[config.mk]
export PLATFORM = sky130hd
export DESIGN_NAME = nco_carrier_gen
export DESIGN_NICKNAME = d
export VERILOG_FILES = /design/src/rtl/nco_carrier_gen.sv
export SDC_FILE = /design/constraint.sdc
export NUM_CORES = 1
export LEC_CHECK = 0
export ABC_AREA = 1
export CORE_UTILIZATION = 55
export DETAILED_ROUTE_END_ITERATION = 8
export PLACE_DENSITY_LB_ADDON = 0.08
export SYNTH_ARGS = -nofsm -noshare
export SYNTH_HDL_FRONTEND = slang
export SYNTH_SLANG_ARGS = --single-unit
[constraint.sdc]
create_clock -name clk -period 2.2 [get_ports clk]
set_input_delay 0.33 -clock clk [delete_from_list [all_inputs] [get_ports clk]]
set_output_delay 0.33 -clock clk [all_outputs]
set_load 0.05 [all_outputs]
[src/rtl/nco_carrier_gen.sv]
// Quadrature NCO: phase accumulator, quarter-wave fold and signed cos/sin output.
// A single quarter table serves both outputs through symmetry.
module nco_carrier_gen #(
  parameter int PHASE_W = 16,
  parameter int IDX_W   = 3,
  parameter int AMP_W   = 8
) (
  input  logic               clk,
  input  logic               rst_n,
  input  logic               en,
  input  logic               sync,
  input  logic               fcw_we,
  input  logic [PHASE_W-1:0] fcw,
  input  logic               poff_we,
  input  logic [PHASE_W-1:0] poff,
  output logic [AMP_W-1:0]   cos,
  output logic [AMP_W-1:0]   sin,
  output logic               valid,
  output logic               wrap
);

  localparam int QN = 1 << (IDX_W - 2);
  localparam int AW = IDX_W - 1;
  localparam longint AMP_A = (64'sd1 <<< (AMP_W - 1)) - 64'sd1;
  localparam logic [PHASE_W-1:0] FCW_RST = PHASE_W'(1) << (PHASE_W - IDX_W);
  localparam logic [AW-1:0] QN_A = AW'(QN);

  // Quarter cosine table in Q30 fixed point via Taylor series, rounded half away from zero
  function automatic logic [(QN+1)*AMP_W-1:0] build_qtab();
    longint x;
    longint x2;
    longint term;
    longint sum;
    longint val;
    build_qtab = '0;
    for (int k = 0; k <= QN; k++) begin
      x    = (64'sd1686629713 * longint'(k)) / longint'(QN);
      x2   = (x * x) >>> 6'd30;
      term = 64'sd1 <<< 6'd30;
      sum  = term;
      for (int n = 1; n <= 10; n++) begin
        term = -(((term * x2) >>> 6'd30) / longint'(2 * n * (2 * n - 1)));
        sum  = sum + term;
      end
      val = (sum * AMP_A + (64'sd1 <<< 6'd29)) >>> 6'd30;
      val = (val < 64'sd0) ? 64'sd0 : val;
      build_qtab[k*AMP_W +: AMP_W] = val[AMP_W-1:0];
    end
  endfunction

  localparam logic [(QN+1)*AMP_W-1:0] QTAB = build_qtab();

  logic [PHASE_W-1:0] fcw_r, poff_r, acc_r, ph_r;
  logic               v0_r, w0_r, v1_r, w1_r;
  logic [1:0]         q_r;
  logic [AW-1:0]      r_r, m_r;
  logic [AMP_W-1:0]   cos_r, sin_r;
  logic               valid_r, wrap_r;

  logic [PHASE_W:0]   sum_s;
  logic [PHASE_W-1:0] ph_s;
  logic [IDX_W-1:0]   idx_s;
  logic [AW-1:0]      r_s;
  logic [AMP_W-1:0]   c_s, s_s, cos_n_s, sin_n_s;

  assign sum_s = {1'b0, acc_r} + {1'b0, fcw_r};
  assign ph_s  = (sync ? {PHASE_W{1'b0}} : acc_r) + poff_r;
  assign idx_s = ph_r[PHASE_W-1 -: IDX_W];
  assign r_s   = AW'(idx_s[IDX_W-3:0]);

  generate
    if (IDX_W < PHASE_W) begin : g_low
      logic unused_s;
      assign unused_s = ^ph_r[PHASE_W-IDX_W-1:0];
    end
  endgenerate

  // Frequency and phase-offset registers, writable regardless of en
  always_ff @(posedge clk) begin
    if (!rst_n) begin
      fcw_r  <= FCW_RST;
      poff_r <= {PHASE_W{1'b0}};
    end else begin
      if (fcw_we) fcw_r <= fcw;
      if (poff_we) poff_r <= poff;
    end
  end

  // Stage 0: accumulator update and phase launch; sync restarts from zero with the old fcw
  always_ff @(posedge clk) begin
    if (!rst_n) begin
      acc_r <= {PHASE_W{1'b0}};
      ph_r  <= {PHASE_W{1'b0}};
      v0_r  <= 1'b0;
      w0_r  <= 1'b0;
    end else begin
      v0_r <= en;
      if (en) begin
        ph_r <= ph_s;
        if (sync) begin
          acc_r <= fcw_r;
          w0_r  <= 1'b0;
        end else begin
          acc_r <= sum_s[PHASE_W-1:0];
          w0_r  <= sum_s[PHASE_W];
        end
      end else begin
        w0_r <= 1'b0;
        if (sync) acc_r <= {PHASE_W{1'b0}};
      end
    end
  end

  // Stage 1: quadrant, table address and its mirror
  always_ff @(posedge clk) begin
    if (!rst_n) begin
      v1_r <= 1'b0;
      w1_r <= 1'b0;
      q_r  <= 2'd0;
      r_r  <= {AW{1'b0}};
      m_r  <= {AW{1'b0}};
    end else begin
      v1_r <= v0_r;
      w1_r <= w0_r;
      q_r  <= idx_s[IDX_W-1 -: 2];
      r_r  <= r_s;
      m_r  <= QN_A - r_s;
    end
  end

  // Quadrant unfolding of the quarter-table values
  always_comb begin
    c_s     = QTAB[int'(r_r)*AMP_W +: AMP_W];
    s_s     = QTAB[int'(m_r)*AMP_W +: AMP_W];
    cos_n_s = c_s;
    sin_n_s = s_s;
    case (q_r)
      2'd0: begin cos_n_s = c_s;  sin_n_s = s_s;  end
      2'd1: begin cos_n_s = -s_s; sin_n_s = c_s;  end
      2'd2: begin cos_n_s = -c_s; sin_n_s = -s_s; end
      2'd3: begin cos_n_s = s_s;  sin_n_s = -c_s; end
      default: begin cos_n_s = c_s; sin_n_s = s_s; end
    endcase
  end

  // Stage 2: outputs hold their last sample while no new one arrives
  always_ff @(posedge clk) begin
    if (!rst_n) begin
      cos_r   <= {AMP_W{1'b0}};
      sin_r   <= {AMP_W{1'b0}};
      valid_r <= 1'b0;
      wrap_r  <= 1'b0;
    end else begin
      valid_r <= v1_r;
      wrap_r  <= w1_r;
      if (v1_r) begin
        cos_r <= cos_n_s;
        sin_r <= sin_n_s;
      end
    end
  end

  assign cos   = cos_r;
  assign sin   = sin_r;
  assign valid = valid_r;
  assign wrap  = wrap_r;

endmodule
# Yosys cells after proc, flatten, opt, wreduce, memory -nomap -nowiden
# Index checks and enable logic that the tools add are counted.
dict set report word_totals {
  regBits 92
  latch_bits 0
  ramBits 0
  rom_bits 0
  mem_count 0
}
dict set report op_classes {
  addsub 5
  mul 0
  div 0
  magnitude_cmp 0
  eq_ne 3
  shift 2
  mux 5
  bitwise_logic 2
  reduce_logical 2
}
# operator n
set op_table {}
lappend op_table {{$pmux W8 S4} 2}
lappend op_table {{$mux W16} 3}
lappend op_table {{$shiftx A24 B6 Y8 const A} 2}
lappend op_table {{$add A16 B16 Y17} 1}
lappend op_table {{$add A16 B16 Y16} 1}
lappend op_table {{$neg A8 Y8} 2}
lappend op_table {{$eq A2 B2 Y1 const B} 2}
lappend op_table {{$reduce_or A3 Y1} 1}
lappend op_table {{$eq A2 B1 Y1 const B} 1}
lappend op_table {{$logic_not A2 Y1} 1}
lappend op_table {{$not A1 Y1} 2}
lappend op_table {{$sub A2 B1 Y2 const A} 1}

# Depth between registers and ports, before layout
dict set report depth {
  word_depth 3
  depth_mapped 14
  depth_no_buf 14
}

# Worst setup path after synthesis
# No wires, ideal clock.
dict set report synth_path {
  path_kind {input port to flip-flop}
  from {input sync}
  to {register ph_r[13]}
  arrival_ns 1.876
  path_slack_ns 0.216
  path_stages 13
  cell_sequence {buf_6 clkbuf_1 nor2_1 ha_1 nand2_1 inv_1 a21oi_1 a21boi_1 nand2_1 nand2_1 nand3_1 nand2_1 inv_1}
}
dict set report synth_via {
  elab_chain_len 2
}
# element line_no
set synth_rtl {}
lappend synth_rtl {{start, declared} 11} ;# input logic sync,
lappend synth_rtl {{$mux W16} --}
lappend synth_rtl {{$add A16 B16 Y16} 67} ;# assign ph_s = (sync ? {PHASE_W{1'b0}} : acc_r) + poff_r;
lappend synth_rtl {{end signal, assigned} 93} ;# ph_r <= {PHASE_W{1'b0}};
lappend synth_rtl {{end signal, assigned} 99} ;# ph_r <= ph_s;
lappend synth_rtl {{end, declared} 53} ;# logic [PHASE_W-1:0] fcw_r, poff_r, acc_r, ph_r;
# No other way between the ends.
# A chain may end at the register's enable or synchronous reset.

# Final worst setup path
dict set report layout_path {
  from {input sync}
  to {register ph_r[15]}
}
# The elaborated chain is that of the path after synthesis.

==> results_dict.tcl <==
set metrics [dict create \
    coreArea_um2 7370 \
    rsz0062_at_grt "false" \
    outcome "finished, final reports clean" \
    syn_inst 648 \
    worst_slew_pin_slew_ns 0.5029 \
    insertion_delay_ns 0.35 \
    wl_per_cell_um 13.34 \
    syn_to_final_growth_pct 21.67 \
    dp.cells 796 \
    post-cts-setup-buffer-count 0 \
    cts_resized 0 \
    drc 0 \
    cts_sinks 71 \
    gp_congestion 0.9405 \
    fmax_mhz 500.4 \
    design_area_um2 5185 \
    cp_max_fo 22 \
    crit_path_end_kind "flip-flop" \
    fin_worst_skew_ns 0.007081 \
    overflow 0 \
    final_util 0.7036 \
    leakage_nw 2.578 \
    die_y_um 90.03 \
    grt_pass1_vias 3955 \
    synth_seq_area_share 0.3335 \
    die_area_um2 8105 \
    ys_ff_latch 71 \
    syn_area_um2 4262 \
    max_cap_viol_count 0 \
    rows 31 \
    hp-class "flip-flop to flip-flop" \
    ys.flop_type "dfxtp_1" \
    start_kind "primary input" \
    start_util 0.5783 \
    post_dp_cell_area_um2 4971 \
    cts_buffers 9 \
    drt_first_pass_iters 5 \
    ant_nets 0 \
    drive_gt1_frac 0.08555 \
    numPortBuffers 55 \
    cts.clk_slew.worst_paths_ns 0.07 \
    via_count 4200 \
    cts_max_level 3 \
    min_period_ns 1.998 \
    critical_path_class "primary input to flip-flop" \
    die_width_um 90.03 \
    power_density_nw_per_um2 625.2 \
    fin_nets 777 \
    ctsHoldBuffers 0 \
    ctsLongestPathBuffers 2 \
    synth_cell_type_count 42 \
    synth_edf_count 0 \
    grt_max_degree 38 \
    diodes 0 \
    synthArstFlopShare 0 \
    track_usage 0.2828 \
    slew_headroom 0.6637 \
    drv_slew 0 \
    drt_iter0_markers 269 \
    antenna_found_initial 0 \
    cts_tree "yes" \
    io_pins 56 \
    cts-root-buf "clkbuf_8" \
    fin_cells 812 \
    synth_nets 717 \
    required_ns 2.45 \
    finalWirelength_um 10830 \
    ys_warn_count 0 \
    final-hold-violation-count 0 \
    setup_violations 0 \
    post-route-period-util 0.9083 \
    arrival_ns 2.24 \
    vdd_drop_max_uv 424.5 \
    hpwl_um 8509 \
    drt-vias-per-instance 5.172 \
    grt_pass1_wl_um 18540 \
    avgSynthCellArea_um2 6.577 \
]
==> report_power, final <==
group          internal, W  switching [W]  total, W  leakage [nW]
Clock             0.000642       0.000510   0.00115         0.107
Sequential         0.00137      0.0000628   0.00143         0.586
Combinational     0.000272       0.000390  0.000662          1.88
==> cells in the mapped netlist, types with 3 or more instances <==
cell | number | area (um^2)
xor2_1 | 3 | 26.28
o211ai_1 | 3 | 22.52
inv_2 | 8 | 30.03
ha_1 | 30 | 375.4
nand2_1 | 147 | 551.8
a21oi_2 | 5 | 43.79
dfxtp_1 | 71 | 1421
nor2_1 | 103 | 386.6
buf_2 | 4 | 20.02
a21o_1 | 5 | 37.54
clkbuf_1 | 12 | 45.04
nand2_2 | 5 | 31.28
nor3_1 | 3 | 15.01
inv_1 | 77 | 289.0
a21oi_1 | 50 | 250.2
nand3_1 | 37 | 185.2
o21ai_0 | 48 | 240.2
buf_4 | 6 | 45.04
==> path summary, 6_finish.rpt <==
check	from	to	slack, ns	cells after the start
setup reg to reg	acc_r[0]	acc_r[10]	0.23	12
hold reg to reg	w1_r	wrap	0.42	2
hold / removal	w1_r	wrap	0.42	2
setup / recovery	sync	ph_r[15]	0.20	11
==> logic make-up (layout without fill, tap and decap cells) <==
group / count (synthesis) / count (layout) / share of synthesized area
fa+ha+maj: 31 / 31 / 0.09278
compound gates: 119 / 119 / 0.1518
flops: 71 / 71 / 0.3335
simple gates: 311 / 311 / 0.3062
xor+xnor: 4 / 4 / 0.008222
buf+inv: 112 / 177 / 0.1075
==> cell usage in the layout, fill, tap and decap left out, drive strengths merged, types with 2 or more instances in the layout <==
| cell type | count |
|---|---|
| xor2 | 3 |
| nand3 | 39 |
| o21ai | 50 |
| nand2 | 152 |
| a21o | 5 |
| inv | 86 |
| buf | 18 |
| bufinv | 2 |
| clkinv | 5 |
| dfxtp | 71 |
| or2 | 3 |
| nand3b | 2 |
| nor2 | 105 |
| nor3 | 5 |
| nand4 | 2 |
| a21oi | 55 |
| ha | 30 |
| clkdlybuf4s50 | 55 |
| a31oi | 2 |
| clkbuf | 11 |
| o211ai | 3 |
==> state kept, by name, indices dropped and copies added, names as in the netlist, 2 cells and up <==
| register | flops |
|---|---|
| acc_r | 16 |
| ph_r | 3 |
| sin | 5 |
| q_r | 2 |
| m_r | 2 |
| poff_r | 16 |
| fcw_r | 16 |
| cos | 5 |
==> area by class of cell <==
type                            count  area [um^2]
Tap cell                           99        123.9
Clock inverter                      5        82.58
Clock buffer                       11        131.4
Fill cell                         658         2185
Inverter                           88        332.8
Timing Repair Buffer               73        710.7
Sequential cell                    71         1421
Multi-Input combinational cell    465         2382
==> per-layer routing <==
| layer | vias to the layer above | part of all wire | GRT usage |
|---|---|---|---|
| li1 | 2184 | - | - |
| met1 | 1893 | 0.49 | 0.3836 |
| met2 | 103 | 0.44 | 0.4567 |
| met3 | 20 | 0.043 | 0.05245 |
| met4 | 0 | 0.020 | 0.08333 |
| met5 | - | 0 | 0 |
==> per-stage QoR <==
stage | hold slack, ns | worst slack, ns | setup TNS, ns | power (W)
6_report | 0.4182 | 0.2017 | 0 | 0.003242
5_1_grt | 0.4304 | 0.03671 | 0 | 0.003397
4_1_cts | 0.4207 | 0.2147 | 0 | 0.003247
3_5_place_dp | 0.4031 | -0.1481 | -0.4089 | 0.002109
3_3_place_gp | 0.3939 | -0.1827 | -0.3837 | 0.002091
2_1_floorplan | 0.3905 | 0.2157 | 0 | 0.001877
==> worst max-delay path, stage by stage <==
cell             delay, ns
clkdlybuf4s50_1       0.51
buf_12                0.17
nor2_1                0.09
ha_1                  0.39
inv_2                 0.07
nor4_1                0.32
nand2_1               0.11
nand3_1               0.08
nand3_1               0.07
nand2_1               0.06
inv_1                 0.03
(Power assumes the default switching activity.)
